$ cat src/rtl/booth_pkg.sv
// Shared types and constants for the 32-bit Booth multiplier control path.
package booth_pkg;

   typedef enum logic [2:0] {
      S_IDLE   = 3'd0,
      S_LOAD_M = 3'd1,
      S_LOAD_Q = 3'd2,
      S_DECIDE = 3'd3,
      S_ADD    = 3'd4,
      S_SUB    = 3'd5,
      S_SHIFT  = 3'd6,
      S_DONE   = 3'd7
   } booth_state_t;

   localparam int         BOOTH_WIDTH    = 32;
   localparam logic [5:0] BOOTH_CNT_INIT = 6'd32;

endpackage

$ cat src/rtl/booth_ctrl_decode.sv
// Pure Moore decoder: FSM state to datapath/counter strobes.
module booth_ctrl_decode
   import booth_pkg::*;
(
   input  logic [2:0] i_state,
   output logic       o_ld_m,
   output logic       o_ld_q,
   output logic       o_clr_a,
   output logic       o_clr_ff,
   output logic       o_ld_a,
   output logic       o_addsub,
   output logic       o_sft,
   output logic       o_ld_cnt,
   output logic       o_dec_cnt,
   output logic       o_done
);

   booth_state_t w_state;
   assign w_state = booth_state_t'(i_state);

   always_comb begin
      o_ld_m    = 1'b0;
      o_ld_q    = 1'b0;
      o_clr_a   = 1'b0;
      o_clr_ff  = 1'b0;
      o_ld_a    = 1'b0;
      o_addsub  = 1'b0;
      o_sft     = 1'b0;
      o_ld_cnt  = 1'b0;
      o_dec_cnt = 1'b0;
      o_done    = 1'b0;
      case (w_state)
         S_LOAD_M: begin
            o_ld_m   = 1'b1;
            o_clr_a  = 1'b1;
            o_clr_ff = 1'b1;
            o_ld_cnt = 1'b1;
         end
         S_LOAD_Q: o_ld_q = 1'b1;
         S_ADD: begin
            o_ld_a   = 1'b1;
            o_addsub = 1'b1;
         end
         S_SUB:    o_ld_a = 1'b1;
         S_SHIFT: begin
            o_sft     = 1'b1;
            o_dec_cnt = 1'b1;
         end
         S_DONE:   o_done = 1'b1;
         default: ;
      endcase
   end

endmodule

$ cat src/rtl/booth_controller.sv
// Booth multiplier control FSM; strobes are decoded from the state register only.
// Optional abort input enabled by defining BOOTH_CTRL_ABORT_EN.
module booth_controller
   import booth_pkg::*;
(
   input  logic clk,
   input  logic rst,
   input  logic start,
`ifdef BOOTH_CTRL_ABORT_EN
   input  logic abort,
`endif
   input  logic q0,
   input  logic qm1,
   input  logic eqz,
   output logic ld_m,
   output logic ld_q,
   output logic clr_a,
   output logic clr_ff,
   output logic ld_a,
   output logic addsub,
   output logic sft,
   output logic ld_cnt,
   output logic dec_cnt,
   output logic done
);

   booth_state_t r_state;

   always_ff @(posedge clk) begin
      if (rst) begin
         r_state <= S_IDLE;
`ifdef BOOTH_CTRL_ABORT_EN
      end else if (abort && r_state != S_IDLE) begin
         r_state <= S_IDLE;
`endif
      end else begin
         case (r_state)
            S_IDLE:   if (start) r_state <= S_LOAD_M;
            S_LOAD_M: r_state <= S_LOAD_Q;
            S_LOAD_Q: r_state <= S_DECIDE;
            // eqz is only meaningful here, after the SHIFT decrement has landed
            S_DECIDE: begin
               if (eqz)               r_state <= S_DONE;
               else if (!q0 && qm1)   r_state <= S_ADD;
               else if (q0 && !qm1)   r_state <= S_SUB;
               else                   r_state <= S_SHIFT;
            end
            S_ADD:    r_state <= S_SHIFT;
            S_SUB:    r_state <= S_SHIFT;
            S_SHIFT:  r_state <= S_DECIDE;
            S_DONE:   if (!start) r_state <= S_IDLE;
            default:  r_state <= S_IDLE;
         endcase
      end
   end

   booth_ctrl_decode u_decode (
      .i_state   (r_state),
      .o_ld_m    (ld_m),
      .o_ld_q    (ld_q),
      .o_clr_a   (clr_a),
      .o_clr_ff  (clr_ff),
      .o_ld_a    (ld_a),
      .o_addsub  (addsub),
      .o_sft     (sft),
      .o_ld_cnt  (ld_cnt),
      .o_dec_cnt (dec_cnt),
      .o_done    (done)
   );

endmodule

$ cat config.mk
export PLATFORM = sky130hd
export DESIGN_NAME = booth_controller
export DESIGN_NICKNAME = d
export VERILOG_FILES = /design/src/rtl/booth_pkg.sv /design/src/rtl/booth_ctrl_decode.sv /design/src/rtl/booth_controller.sv
export SDC_FILE = /design/constraint.sdc
export NUM_CORES = 1
export LEC_CHECK = 0
export CORE_AREA = 5 5 42 44
export CTS_CLUSTER_DIAMETER = 200
export CTS_CLUSTER_SIZE = 28
export DETAILED_ROUTE_END_ITERATION = 7
export DIE_AREA = 0 0 47 49
export DONT_BUFFER_PORTS = 1
export MAX_ROUTING_LAYER = met4
export PLACE_DENSITY = 0.35
export REMOVE_ABC_BUFFERS = 1
export SKIP_LAST_GASP = 1
export SLEW_MARGIN = 5
export SYNTH_ARGS = -nofsm -noshare
export SYNTH_HDL_FRONTEND = slang
export SYNTH_SLANG_ARGS = --single-unit
$ cat constraint.sdc
create_clock -name clk -period 0.9 [get_ports clk]
set_input_delay 0.18 -clock clk [delete_from_list [all_inputs] [get_ports clk]]
set_output_delay 0.18 -clock clk [all_outputs]
set_load 0.005 [all_outputs]
==> reports/summary.log <==
[detailed_routing] Met1 Wirelength 278 µm
[synth] top flip-flop cell by instance count after synthesis sky130_fd_sc_hd__dfxtp_1
[power] cell internal pwr 0.000536 W
[synth] share of Yosys cell area claimed by the top area cell type 22.0%
[global_route] number of global-route vias before repair 239
[worst_setup_path] critical path startpoint category register
[synth] Synth top cells by count sky130_fd_sc_hd__buf_4 (6), sky130_fd_sc_hd__dfxtp_1 (3), sky130_fd_sc_hd__nand2_1 (2), sky130_fd_sc_hd__nand2b_1 (2), sky130_fd_sc_hd__nor3b_1 (2)
[placement] port buffer count 0
[detailed_routing] First DRT Iteration DRCs 4
[synth] async set-reset flop share out of synthesis 0%
[power] total power per unit cell area 2100 nW/µm²
[synth] most common cell in the synthesized netlist sky130_fd_sc_hd__buf_4
[power] net switching power 0.000266 W
[sta] worst-case headroom to the max-slew limit 84.3%
[placement] Final HPWL DP 407 µm
[sta] Hold Slack 0.195 ns
[finish] Post-Route Utilization 27.2%
[detailed_routing] met3 WL post-DR 73 µm
[sta] final setup violation count 13
[detailed_routing] Top Metal Used met3
[worst_setup_path] minimum setup slack among reg-to-reg paths -0.11 ns
[synth] part of the Yosys area used for sequential elements 22.0%
[min_path] startpoint of the most critical hold path start
[synth] distinct cell type count after synthesis 21
[synth] Syn Area/Cell 8.80 µm²
[floorplanning] initial standard-cell utilization of the core 19.5%
[outcome] status finished, violations left
[clocking] clock network latency to the later pin of the worst-skew pair 0.23 ns
[synth] gate count of the mapped netlist 31
[worst_setup_path] critical register-to-register path startpoint r_state[2]
[worst_setup_path] CP Data Arrival Time 0.88 ns
[finish] multi-input gate area in the final layout 201 µm²
[worst_setup_path] sort of element at the end of the critical path primary output
[min_path] endpoint of the worst hold-timing path r_state[0]
[finish] fin nets 43
[detailed_routing] total number of vias 223
[finish] count of non-filler cells in the finished layout 51
[detailed_routing] WL per Instance 13.0 µm
[global_route] maximum number of pins on one net before global-route repair 9
[sta] hold violation total from the final report 0
[sta] setup repair after global routing missed its margin true
[min_path] worst hold-check path type in -> reg
[floorplanning] total die area 2300 µm²
[worst_setup_path] R2R cell count 3
[clocking] number of sinks handled by clock tree synthesis 3
[sta] min Tclk post-route 1.06 ns
[clocking] root buf cell sky130_fd_sc_hd__clkbuf_4
[finish] layout cell share with drive strength beyond 1 68.6%
[sta] final setup skew 0.00227 ns
[finish] count of fill cells added during filler insertion 162
[power] peak supply drop 653 µV
[sta] Peak Freq 0.942 GHz
[finish] flip-flop count of the largest register, all copies and words added 3
[sta] period utilisation layout 118%
[finish] Storage cell area 71.3 µm²
[finish] antenna cells 0
[finish] Regs by FF count r_state: 3 flops
[power] relative contribution of combinational cells to total power 42.3%
[floorplanning] Rows 14
[detailed_routing] antenna-violating nets left 0
[clocking] htree depth 1
[finish] top register by number of flip-flops r_state
[power] Clk pwr share 29.3%
[synth] Post-Syn Area 273 µm²
[floorplanning] die span in x 47 µm
[global_route] number of antenna violations at the first check in global routing 0
[worst_setup_path] highest net fanout along the worst path 7
[sta] pins over their slew limit 0
[power] relative contribution of sequential cells to total power 28.4%
[power] reported leakage power 0.163 nW
[synth] leading cell types by total area after synthesis sky130_fd_sc_hd__dfxtp_1 (22%), sky130_fd_sc_hd__buf_4 (17%), sky130_fd_sc_hd__a311oi_2 (5.5%), sky130_fd_sc_hd__nor3b_1 (5.5%), sky130_fd_sc_hd__ha_1 (4.6%)
[sta] transition time of the tightest slew-check pin 0.234 ns
[placement] # placed instances 41
[floorplanning] core region area 1400 µm²
[clocking] clock edge transition at the registers on the reported setup and hold paths 0.04 ns
[finish] signed area change from the synthesized netlist to the final layout 39.9%
[floorplanning] Die Height 49 µm
[detailed_routing] number of iterations in the first detailed-routing pass 4
[min_path] count of cells along the worst hold path 3
[placement] worst setup timing slack at the placement stage -0.143 ns
[outcome] failing checks negative setup slack
[global_route] GRT overflow 0
[global_route] wire length of the first global-routing pass 1040 µm
[detailed_routing] routed wl met2 313 µm
[global_route] global-route total usage across every layer 6.49%
[detailed_routing] DRC violation count after routing 0
[synth] most area-hungry cell type in the Yosys netlist sky130_fd_sc_hd__dfxtp_1
[synth] count of synthesis-stage warnings from yosys 0
[sta] worst-case setup margin in the final layout -0.161 ns
[worst_setup_path] critical path class reg -> out
[detailed_routing] number of vias per cell after detailed routing 4.37
[synth] number of enable-type register cells in the synthesized netlist 0
[clocking] clock tree from TritonCTS yes
[clocking] Max Buffers Root-to-Sink 2
[floorplanning] I/O Pins 16
[worst_setup_path] critical path data required time 0.72 ns
[detailed_routing] overall routed net length 665 µm
[clocking] total clock buffers created by CTS 3
[placement] RD Place Congestion 0.676
[power] fraction of power spent switching nets 33.2%
[worst_setup_path] capture instance of the worst register-to-register path r_state[1]
[job] max-capacitance violation count 0
[synth] number of register bits inferred by synthesis 3
==> power groups by stage <==
stage	logic, W	registers [W]	clock network [W]
6_report	0.000339	0.000228	0.000235
4_1_cts	0.000317	0.000228	0.000241
2_1_floorplan	0.000134	0.000209	0
5_1_grt	0.000370	0.000236	0.000266
3_5_place_dp	0.000170	0.000228	0
3_3_place_gp	0.000168	0.000224	0
==> kinds of logic after synthesis <==
family | Yosys count | synth area share, %
buf+inv | 8 | 22.0
fa+ha+maj | 1 | 4.59
flops | 3 | 22.0
compound gates | 7 | 24.3
simple gates | 12 | 27.1
==> per-stage QoR <==
step | power, W | TNS, ns | cell area, µm²
floorplan | 0.000343 | -0.138 | 216
global placement | 0.000392 | -0.965 | 244
detailed placement | 0.000398 | -1.21 | 244
CTS | 0.000786 | -1.55 | 374
global route | 0.000872 | -2.10 | 382
finish | 0.000802 | -1.56 | 382
==> layer usage <==
metal	track usage [%]	up-vias
li1	-	110
met1	7.44	101
met2	9.05	12
met3	3.69	0
met4	2.76	0
met5	-	-
==> final cells by class <==
class	count	area share [%]
multi-input combinational	20	52.8
sequential	3	18.7
timing repair buffer	7	15.4
clock buffer	4	6.89
tap	16	5.25
inverter	1	0.984
==> placed cells by master, fill, tap and decap left out <==
cell type	instances
sky130_fd_sc_hd__nor2b_1	1
sky130_fd_sc_hd__nor3_1	1
sky130_fd_sc_hd__and2_4	1
sky130_fd_sc_hd__dfxtp_4	3
sky130_fd_sc_hd__o21ai_0	1
sky130_fd_sc_hd__o31ai_4	1
sky130_fd_sc_hd__buf_4	5
sky130_fd_sc_hd__a21oi_2	1
sky130_fd_sc_hd__buf_6	1
sky130_fd_sc_hd__clkbuf_1	1
sky130_fd_sc_hd__inv_1	1
sky130_fd_sc_hd__and3b_2	1
sky130_fd_sc_hd__dlygate4sd3_1	1
sky130_fd_sc_hd__nand2b_4	2
sky130_fd_sc_hd__nor2_4	1
sky130_fd_sc_hd__and3_2	1
sky130_fd_sc_hd__nor3b_2	2
sky130_fd_sc_hd__clkbuf_4	3
sky130_fd_sc_hd__a311oi_2	1
sky130_fd_sc_hd__nand2_1	2
sky130_fd_sc_hd__ha_1	1
sky130_fd_sc_hd__a21bo_1	1
sky130_fd_sc_hd__a211oi_2	1
sky130_fd_sc_hd__a21o_1	1
==> worst max-delay path by stage <==
stage	slack [ns]	startpoint	to
2_1_floorplan	-0.03	r_state[1]	clr_a
3_3_place_gp	-0.14	r_state[1]	r_state[0]
3_5_place_dp	-0.14	r_state[1]	r_state[0]
4_1_cts	-0.17	r_state[2]	ld_m
5_1_grt	-0.21	r_state[1]	clr_a
6_report	-0.16	r_state[1]	ld_m
==> repair_timing <==
action,4_1_cts,5_1_grt
hold buffers,1,0
setup buffers,4,1
hold endpoints to repair,3,0
resized for setup,19,0
endpoints found under the setup margin,13,13
pin swaps,3,3
==> critical path, cell delays in order, from the launching register on <==
cell                      delay, ns
sky130_fd_sc_hd__dfxtp_4       0.36
sky130_fd_sc_hd__nor2_4        0.11
sky130_fd_sc_hd__and2_4        0.18
Note: power is estimated with default switching activity, not from simulation.
